===== src/rtl/memory_pkg.sv =====
// Shared types and helpers for the dual-port memory bank.
package memory_pkg;

    typedef enum logic {
        MEM_CLEAR,
        MEM_READY
    } mem_state_e;

    localparam int RDW_READ_OLD    = 0;
    localparam int RDW_WRITE_FIRST = 1;

    function automatic logic [7:0] merge_bytes(
        input logic [7:0] old_byte,
        input logic [7:0] new_byte,
        input logic       be
    );
        return be ? new_byte : old_byte;
    endfunction

endpackage


===== src/rtl/memory_rd_pipe.sv =====
// Read-data pipeline: RD_LAT-deep valid/data shift register, flushed on reset.
module memory_rd_pipe #(
    parameter int DATA_W = 16,
    parameter int RD_LAT = 1
) (
    input  logic              i_clk,
    input  logic              i_rst,
    input  logic              i_valid,
    input  logic [DATA_W-1:0] i_data,
    output logic              o_valid,
    output logic [DATA_W-1:0] o_data
);

    logic [DATA_W-1:0] data_q [RD_LAT];
    logic [RD_LAT-1:0] valid_q;

    // Data stages only advance with a valid beat, so the output holds between results.
    always_ff @(posedge i_clk) begin
        if (i_rst) begin
            valid_q <= '0;
            for (int s = 0; s < RD_LAT; s++) begin
                data_q[s] <= '0;
            end
        end else begin
            valid_q[0] <= i_valid;
            if (i_valid) begin
                data_q[0] <= i_data;
            end
            for (int s = 1; s < RD_LAT; s++) begin
                valid_q[s] <= valid_q[s-1];
                if (valid_q[s-1]) begin
                    data_q[s] <= data_q[s-1];
                end
            end
        end
    end

    assign o_valid = valid_q[RD_LAT-1];
    assign o_data  = data_q[RD_LAT-1];

endmodule


===== src/rtl/memory_dp_param.sv =====
// Simple dual-port RAM with byte enables, configurable read latency,
// read-during-write selection and a post-reset clear sequencer.
module memory_dp_param
    import memory_pkg::*;
#(
    parameter int DATA_W       = 16,
    parameter int ADDR_W       = 4,
    parameter int RD_LAT       = 1,
    parameter int RDW_MODE     = 0,
    parameter int CLEAR_ON_RST = 1
) (
    input  logic                i_clk,
    input  logic                i_rst,
    input  logic                i_wr_en,
    input  logic [ADDR_W-1:0]   i_wr_addr,
    input  logic [DATA_W-1:0]   i_data_in,
    input  logic [DATA_W/8-1:0] i_byte_en,
    input  logic                i_rd_en,
    input  logic [ADDR_W-1:0]   i_rd_addr,
    output logic [DATA_W-1:0]   o_data_out,
    output logic                o_valid,
    output logic                o_ready
);

    localparam int DEPTH      = 2 ** ADDR_W;
    localparam int NUM_BYTES  = DATA_W / 8;
    localparam bit WRITE_FIRST = (RDW_MODE == RDW_WRITE_FIRST);

    if ((DATA_W % 8) != 0 || DATA_W < 8) begin : g_bad_data_w
        $error("memory_dp_param: DATA_W must be a positive multiple of 8");
    end
    if (RD_LAT != 1 && RD_LAT != 2) begin : g_bad_rd_lat
        $error("memory_dp_param: RD_LAT must be 1 or 2");
    end
    if (RDW_MODE != RDW_READ_OLD && RDW_MODE != RDW_WRITE_FIRST) begin : g_bad_rdw
        $error("memory_dp_param: RDW_MODE must be 0 or 1");
    end

    logic [DATA_W-1:0] mem [DEPTH];
    mem_state_e        state, state_nxt;
    logic [ADDR_W-1:0] cnt;
    logic              wr_acc, rd_acc;
    logic [DATA_W-1:0] wr_old, wr_word, rd_old, rd_word;

    assign o_ready = (state == MEM_READY);
    assign wr_acc  = o_ready & i_wr_en;
    assign rd_acc  = o_ready & i_rd_en;
    assign wr_old  = mem[i_wr_addr];
    assign rd_old  = mem[i_rd_addr];

    for (genvar b = 0; b < NUM_BYTES; b++) begin : g_merge
        assign wr_word[8*b +: 8] = merge_bytes(wr_old[8*b +: 8], i_data_in[8*b +: 8], i_byte_en[b]);
    end

    // On a same-address collision wr_word is exactly the merged result of this write.
    assign rd_word = (WRITE_FIRST && wr_acc && (i_wr_addr == i_rd_addr)) ? wr_word : rd_old;

    always_ff @(posedge i_clk) begin
        if (i_rst) begin
            state <= (CLEAR_ON_RST != 0) ? MEM_CLEAR : MEM_READY;
            cnt   <= '0;
        end else begin
            state <= state_nxt;
            if (state == MEM_CLEAR && cnt != ADDR_W'(DEPTH - 1)) begin
                cnt <= cnt + 1'b1;
            end
        end
    end

    always_comb begin
        state_nxt = state;
        if (state == MEM_CLEAR && cnt == ADDR_W'(DEPTH - 1)) begin
            state_nxt = MEM_READY;
        end
    end

    always_ff @(posedge i_clk) begin
        if (!i_rst) begin
            if (state == MEM_CLEAR) begin
                mem[cnt] <= '0;
            end else if (wr_acc) begin
                mem[i_wr_addr] <= wr_word;
            end
        end
    end

    memory_rd_pipe #(
        .DATA_W (DATA_W),
        .RD_LAT (RD_LAT)
    ) u_rd_pipe (
        .i_clk   (i_clk),
        .i_rst   (i_rst),
        .i_valid (rd_acc),
        .i_data  (rd_word),
        .o_valid (o_valid),
        .o_data  (o_data_out)
    );

endmodule

===== config.mk =====
export PLATFORM = sky130hd
export DESIGN_NAME = memory_dp_param
export DESIGN_NICKNAME = d
export VERILOG_FILES = /design/src/rtl/memory_pkg.sv /design/src/rtl/memory_rd_pipe.sv /design/src/rtl/memory_dp_param.sv
export SDC_FILE = /design/constraint.sdc
export NUM_CORES = 1
export LEC_CHECK = 0
export CAP_MARGIN = 40
export CORE_ASPECT_RATIO = 0.7
export CORE_UTILIZATION = 50
export DETAILED_ROUTE_END_ITERATION = 10
export PLACE_DENSITY_LB_ADDON = 0.15
export SYNTH_ARGS = -nofsm -noshare
export SYNTH_HDL_FRONTEND = slang
export SYNTH_SLANG_ARGS = --single-unit

===== constraint.sdc =====
create_clock -name i_clk -period 3 [get_ports i_clk]
set_clock_uncertainty 0.1 [all_clocks]
set_input_delay 0.6 -clock i_clk [delete_from_list [all_inputs] [get_ports i_clk]]
set_output_delay 0.6 -clock i_clk [all_outputs]
set_load 0.005 [all_outputs]

# [After elaboration in Yosys (flattened, before gate mapping)]
# Memory sizes are Yosys's and may differ from the RTL's.
# Index checks and enable logic that the tools add are counted.
[classes] eq_ne=4 reduce_logical=6 n_mux=19 n_addsub=1 bitwise_logic=3
[op_table] operator="16-bit 2-to-1 mux" n=2
[op_table] operator="16-bit OR reduction" n=2
[op_table] operator="8-bit 2-to-1 mux" n=2
[op_table] operator="1-bit 2-to-1 mux" n=13
[op_table] operator="4-bit by 1-bit adder with 4-bit output (second input constant)" n=1
[op_table] operator="4-bit equality test (second input constant)" n=1
[op_table] operator="4-bit 2-to-1 mux" n=1
[op_table] operator="4-bit inequality test (second input constant)" n=1
[op_table] operator="2-bit AND reduction" n=2
[op_table] operator="1-bit bitwise AND" n=2
[op_table] operator="1-bit logical AND" n=2
[op_table] operator="2-bit 2-to-1 mux" n=1
[op_table] operator="1-bit inequality test (second input constant)" n=2
[op_table] operator="1-bit NOT" n=1
[totals] mem_count=2 regBits=6 in_bits=30 ramBits=272 word_cells=38 output_inout_bits=18
[memory_table] name="mem" words=16 width=16 rd=1 rd_clocked_by_memory_dff=0 write_ports=1 line_no="memory_dp_param.sv:39" text="logic [DATA_W-1:0] mem [DEPTH];"
[memory_table] name="u_rd_pipe.data_q" words=1 width=16 rd=1 rd_clocked_by_memory_dff=0 write_ports=1 line_no="memory_rd_pipe.sv:14" text="logic [DATA_W-1:0] data_q [RD_LAT];"

# [Logic depth before layout (Yosys ltp)]
# Gate-level depths: netlist of the first run.
[depth] depth_word=8 ltp_mapped=6 depth_no_buf=4

# [Modules after synthesis]
# From an unflattened synthesis of the first run, not the netlist that was laid out.
[hier_totals] cells_unflattened=567 hier_area_um2=11178.2
[modules_own_cells] mod="memory_dp_param" cells_each=530 instances=1 area_per_inst_um2=10506.3 seq_area_each_um2=7787.5
[modules_own_cells] mod="memory_rd_pipe" cells_each=37 instances=1 area_per_inst_um2=671.9 seq_area_each_um2=500.5

# [Least setup slack after synthesis of the first run]
# OpenSTA, ideal clock, no wires.
[synth_path] kind="input -> register" from="in i_rst" to="mem mem[0][0], enable pin" n_path_buf=1 slack_ns=0.398 t_arrival_ns=2.114 setup_time_ns=0.388 required_ns=2.512 stages=4 path_cell_list="nand3b_4 or4_1 buf_2 a221oi_1"
[synth_via] elab_chain_cells=5 elab_cells_between_ends=9 classes_between="mux (6); reduce/logical (3)"
[synth_lines] element="start: declaration" line_no="memory_dp_param.sv:13" text="input logic i_rst,"
[synth_lines] element="1-bit 2-to-1 mux" line_no="memory_dp_param.sv:78" text="if (!i_rst) begin"
[synth_lines] element="1-bit 2-to-1 mux (not written as such)" line_no="memory_dp_param.sv:82" text="mem[i_wr_addr] <= wr_word;"
[synth_lines] element="2-bit AND reduction (no source line)"
[synth_lines] element="16-bit OR reduction (no source line)"
[synth_lines] element="4-bit 2-to-1 mux (no source line) / 2-bit 2-to-1 mux (equally long branches)"
[synth_lines] element="end: declaration" line_no="memory_dp_param.sv:39"
# Parallel ways exist; a longest one is shown, timed or not.

# [Worst setup path after layout of the first run]
[layout_path] from="in i_byte_en[0]" to="mem mem[10][11], enable pin"
[layout_via] elab_chain_cells=4 elab_cells_between_ends=5 classes_between="eq/ne (1); mux (2); reduce/logical (2)"
[layout_lines] element="start: declaration" line_no="memory_dp_param.sv:17" text="input logic [DATA_W/8-1:0] i_byte_en,"
[layout_lines] element="1-bit inequality test (no source line) (*)"
[layout_lines] element="2-bit AND reduction (no source line) (*)"
[layout_lines] element="16-bit OR reduction (no source line) (*)"
[layout_lines] element="4-bit 2-to-1 mux (no source line) / 2-bit 2-to-1 mux (equally long branches)"
# Every way passes the cells marked *; elsewhere a longest branch is shown, timed or not.

==> results of run 1 <==
## final cells by class
type | count | share of cell area [%]
Clock buffer | 40 | 5.67
Clock inverter | 10 | 0.362
Inverter | 1 | 0.0286
Multi-Input combinational cell | 242 | 20.5
Sequential cell | 278 | 63.1
Tap cell | 282 | 2.69
Timing Repair Buffer | 107 | 7.59
## cell families after synthesis
logic type	after synthesis
and+or+nand+nor	126
xor gates and xnor gates	1
muxes	64
AOI/OAI and AO/OA	50
DFF	278
adders and majority gates	1
buffers and inverters	42
## metal layers
layer / track usage [%] / vias to the layer above / routed length [microns]
met3: 3.02 / 32 / 2000
met1: 36.9 / 3080 / 11700
met2: 30.6 / 288 / 10300
met5: 0 / - / 0
li1: - / 2587 / -
met4: 5.08 / 0 / 456
## sequential cells by signal (all words and copies together), names as in the netlist
signal	cells
cnt	4
mem	256
o_ready	1
u_rd_pipe.data_q	16
u_rd_pipe.o_valid	1
## worst register-to-register path: stages (launching register included)
cell and delay (ns):
dfxtp_1 0.63, nand3b_4 0.13, or4_1 0.64, a221oi_1 0.38
buf_4 0.25
## power groups by stage
stage	Sequential (W)	Combinational (W)	Clock, W
after floorplan	0.00435	0.000189	0
after global placement	0.00435	0.000330	0
after detailed placement	0.00435	0.000335	0
after CTS	0.00427	0.000336	0.00310
after global routing	0.00427	0.000358	0.00324
final	0.00427	0.000335	0.00305
## worst min path at each step
stage          slack (ns)  endpoint
2_1_floorplan        0.40    cnt[1]
3_3_place_gp         0.42    cnt[1]
3_5_place_dp         0.44    cnt[1]
4_1_cts              0.45    cnt[1]
5_1_grt              0.51    cnt[3]
6_report             0.47    cnt[3]
## Yosys cell counts (all sizes together)
cell type,n
or2,1
buf,24
o211ai,2
xnor2,1
and3b,2
or4,2
and4b,1
a21o,3
nand3,33
a21oi,3
mux4,64
clkbuf,17
a31o,1
nand4b,4
inv,1
nor4bb,1
or3,2
nand4,18
nor2b,4
o21ai,8
a31oi,1
and3,16
nor2,5
edfxtp,272
a221oi,32
nand2,4
dfxtp,6
ha,1
nand3b,33
## per-stage QoR
| stage | setup slack, ns | instances | util, % | cell area, sq um |
|---|---|---|---|---|
| 5_1_grt | 0.372 | 960 | 60.2 | 13100 |
| 3_3_place_gp | 0.0560 | 910 | 56.6 | 12300 |
| 4_1_cts | 0.540 | 960 | 60.2 | 13100 |
| 3_5_place_dp | 0.0109 | 910 | 56.6 | 12300 |
| 6_report | 0.495 | 960 | 60.2 | 13100 |
| 2_1_floorplan | 0.398 | 562 | - | 11200 |
==> results_dict.tcl, run 1 <==
set metrics [dict create \
    synth_top_family_by_area "multiplexers" \
    slew_viol_final 0 \
    drt_iter0_drc 767 \
    gr-usage-all-layers_pct 22.1 \
    cp.depth 5 \
    tightest_slew_ns 0.813 \
    mostFrequentLayoutCells "edfxtp_1 (272), mux4_2 (64), buf_4 (54)" \
    yosysWarnings 0 \
    yosysTopAreaCell "edfxtp_1" \
    end_kind "flip-flop" \
    yosysUniqueCellTypes 35 \
    nets 688 \
    drive_gt1_share_pct 24.9 \
    syn_inst 562 \
    ant_nets 0 \
    antenna_found_initial 0 \
    drc 0 \
    rsz0062_at_grt "no" \
    wl_per_cell_microns 25.4 \
    setup_viol 0 \
    worstPathMaxFanout 10 \
    synth.avg_cell_area_sq_um 19.9 \
    setup_tns_ns 0 \
    slowest_stage "nor2_1" \
    die_w_microns 181 \
    gp_congestion 0.811 \
    routed_wirelength_mm 24.4 \
    initial_core_util_pct 51.2 \
    regArea_sq_um 8290 \
    pwr-share-clk_pct 39.8 \
    cts_root_buf "clkbuf_16" \
    ys_ff_latch 278 \
    dpl.hpwl_mm 16.0 \
    post-cts-setup-buffer-count 0 \
    synth_compound_area_share_pct 3.47 \
    pin_count 48 \
    whs_path_depth 2 \
    power.density_nw_per_um2 583 \
    synthXorXnorAreaFrac_pct 0.0785 \
    cts_tree "yes" \
    synth_nets 593 \
    grt_overflow 0 \
    hold_violations 0 \
    startpoint "i_byte_en[0]" \
    grt_max_degree 65 \
    core_sq_um 21800 \
    netlist_top_cells_area "edfxtp_1 (73%), mux4_2 (13%), a221oi_1 (2.5%)" \
    p_leak_nw 4.75 \
    arrival_ns 2.63 \
    diodes 0 \
    cts_buffers 27 \
    htreeDepth 1 \
    port_buffers 47 \
    path_buf_inv 2 \
    seq_power_share_pct 55.8 \
    clockBufferDepth 3 \
    grt_pass1_vias 5859 \
    comb_power_share_pct 4.4 \
    rows 45 \
    cts_hold_buf 0 \
    startpoint_type "primary input" \
    clk_pin_slew_ns 0.06 \
    hp-start "cnt[3]" \
    r2r_end "mem[4][10]" \
    switching_share_pct 19.9 \
    grt_pass1_wl_mm 37.3 \
    worstPathCellList "clkdlybuf4s50_1 > nor2_1 > o21ai_1 > a221oi_1 > buf_4" \
    r2r-start "o_ready" \
    fillers 1561 \
    maxCapViolCount 0 \
    r2r.worst_path.cells 4 \
    synthAdderAreaFrac_pct 0.112 \
    drtPass1Iterations 5 \
    dieArea_sq_um 22900 \
    cp.required_ns 3.12 \
    synth.area.mux_share_pct 12.9 \
    clock.fmax_mhz 399 \
    switching_power_w 0.00153 \
    syn_area_sq_um 11200 \
    holdCritPathClass "flip-flop to flip-flop" \
    power_w 0.00766 \
    ys_seq_area_share_pct 74.2 \
    fp.dieH_microns 127 \
    post_cts_resized 0 \
    viasPerCell 6.24 \
    synth-simple-area-share_pct 7.43 \
    critPathCapture "mem[10][11]" \
    fin_crit_sh_pct 83.5 \
    cp_top_family "compound AO/OA/AOI/OAI gates" \
    num_vias 5987 \
    clkLatencyLatePin_ns 0.54 \
    multi_input_area_sq_um 2700 \
    vdd_drop_max_mv 0.466 \
    rrSetupSlack_ns 0.55 \
    synthToLayoutAreaGrowth_pct 17.6 \
    slowest_delay_ns 0.49 \
    synth_top_area_share_pct 73.2 \
    slew_headroom_pct 45.5 \
    holdWs_ns 0.470 \
    status "finished, final reports clean" \
    intPower_w 0.00613 \
    final_common_cell "edfxtp_1" \
    period_needed_ns 2.51 \
    clock_sinks 278 \
    path_class "primary input to flip-flop" \
]
Power figures use the tool's default switching activity.
==> run 2, diff against run 1 <==
==> constraint.sdc (replaced) <==
create_clock -name i_clk -period 2.65 [get_ports i_clk]
set_clock_uncertainty 0.1 [all_clocks]
set_input_delay 0.53 -clock i_clk [delete_from_list [all_inputs] [get_ports i_clk]]
set_output_delay 0.53 -clock i_clk [all_outputs]
set_load 0.005 [all_outputs]
==> run 2 against run 1 <==
Register-to-register slack worse by 0.22 ns. Highest routed layer unchanged. Final area is 1.4% higher. Die area stayed put. Critical path depth is 4 lower. Critical endpoint is now o_ready. Count of clock-buffer cells in the layout is 11 lower. Largest cell class unchanged. Non-clock buffer count is 13 higher. Wire length is 2.1% lower.
==> results_dict.tcl, run 2 (synthesized netlist as in run 1, its figures left out) <==
set metrics [dict create \
    status "finished, final reports clean" \
    rrSetupSlack_ns 0.33 \
    hold_violations 0 \
    clkLatencyLatePin_ns 0.52 \
    cts_root_buf "clkbuf_16" \
    setup_tns_ns 0 \
    maxCapViolCount 0 \
    cts_buffers 27 \
    utilization_pct 61.1 \
    largest_reg_flops 256 \
    dieArea_sq_um 22900 \
    initial_core_util_pct 51.2 \
    grt_pass1_wl_mm 37.0 \
    worstPathMaxFanout 13 \
    rows 45 \
    clock.fmax_mhz 426 \
    grt_max_degree 46 \
    path_class "flip-flop to primary output" \
    cp_top_family "flip-flops" \
    post_cts_resized 0 \
    startpoint_type "flip-flop" \
    clock_sinks 278 \
    synthToLayoutAreaGrowth_pct 19.3 \
    drt_iter0_drc 698 \
    path_buf_inv 1 \
    viasPerCell 6.17 \
    pin_count 48 \
    slowest_delay_ns 0.60 \
    r2r.worst_path.cells 5 \
    period_needed_ns 2.35 \
    wl_per_cell_microns 24.6 \
    power.density_nw_per_um2 675 \
    p_leak_nw 4.85 \
    tightest_slew_ns 0.682 \
    nets 701 \
    fin_crit_sh_pct 88.5 \
    num_vias 5983 \
    htreeDepth 1 \
    diodes 0 \
    drtPass1Iterations 5 \
    dpl.hpwl_mm 15.9 \
    regMostFlops "mem" \
    post-cts-setup-buffer-count 0 \
    top_regs "mem (256), u_rd_pipe.data_q (16), cnt (4)" \
    vdd_drop_max_mv 0.456 \
    antenna_found_initial 0 \
    routed_wirelength_mm 23.9 \
    rsz0062_at_grt "no" \
    gp_congestion 0.805 \
    drc 0 \
    setup_viol 0 \
    gr-usage-all-layers_pct 21.8 \
    slew_viol_final 0 \
    clk_pin_slew_ns 0.06 \
    die_w_microns 181 \
    end_kind "primary output" \
    grt_pass1_vias 6085 \
    core_sq_um 21800 \
    cts_hold_buf 0 \
    cp.required_ns 2.02 \
    slowest_stage "dfxtp_1" \
    cts_tree "yes" \
    slew_headroom_pct 54.5 \
    arrival_ns 1.72 \
    drive_gt1_share_pct 27.2 \
    cp.depth 1 \
    final_common_cell "edfxtp_1" \
    holdCritPathClass "flip-flop to flip-flop" \
    fp.dieH_microns 127 \
    clockBufferDepth 3 \
    worstPathCellList "clkdlybuf4s50_1" \
    whs_path_depth 2 \
    ant_nets 0 \
    port_buffers 47 \
    grt_overflow 0 \
    mostFrequentLayoutCells "edfxtp_1 (272), buf_4 (66), mux4_2 (64)" \
]
[run 2: changes by cell type in the layout (fill, tap and decap cells not counted), sizes merged]
cell,change
buf,+13
clkbuf,-11
bufinv,+4
clkinv,+4
[run 2: per-layer routing]
metal / global-route usage, % / vias to the layer above / part of all wire [%]
li1: - / 2615 / -
met1: 35.2 / 3095 / 48
met2: 31.7 / 245 / 43
met3: 3.25 / 28 / 7.1
met4: 4.52 / 0 / 1.8
met5: 0 / - / 0
[run 2: final timing paths]
check,startpoint,endpoint
min reg2reg,cnt[1],cnt[1]
max reg2reg,o_ready,mem[14][8]
min,cnt[1],cnt[1]
max,o_ready,o_ready
[run 2: where the power goes]
group	total [W]	internal (W)	switching [W]
combinational	0.000398	0.000205	0.000193
clock	0.00376	0.00224	0.00152
sequential	0.00484	0.00482	0.0000204
[run 2: per-stage QoR]
| stage | hold slack [ns] | cell area, sq um | instances | setup slack [ns] | total power, W |
|---|---|---|---|---|---|
| CTS | 0.491 | 13300 | 970 | 0.289 | 0.00903 |
| floorplan | 0.398 | 11200 | 562 | 0.118 | 0.00514 |
| detailed placement | 0.481 | 12400 | 923 | -0.188 | 0.00533 |
| global placement | 0.429 | 12400 | 923 | -0.135 | 0.00532 |
| finish | 0.498 | 13300 | 970 | 0.303 | 0.00899 |
| global route | 0.548 | 13300 | 970 | 0.164 | 0.00924 |
[run 2: cell type report]
class | count | area [sq um]
repair buffers | 120 | 1110
inverters | 1 | 3.75
clock inverters | 18 | 186
well taps | 282 | 353
multi-input cells | 242 | 2700
fillers | 1520 | 8470
flip-flops and latches | 278 | 8290
clock buffers | 29 | 683
[run 2: worst reg2reg max path: cells and delay by family (launching register included)]
family | cells | cell delay [ns]
buffers and inverters | 2 | 0.43
flip-flops | 1 | 0.60
AO/OA/AOI/OAI | 1 | 0.36
AND/OR/NAND/NOR | 2 | 0.53
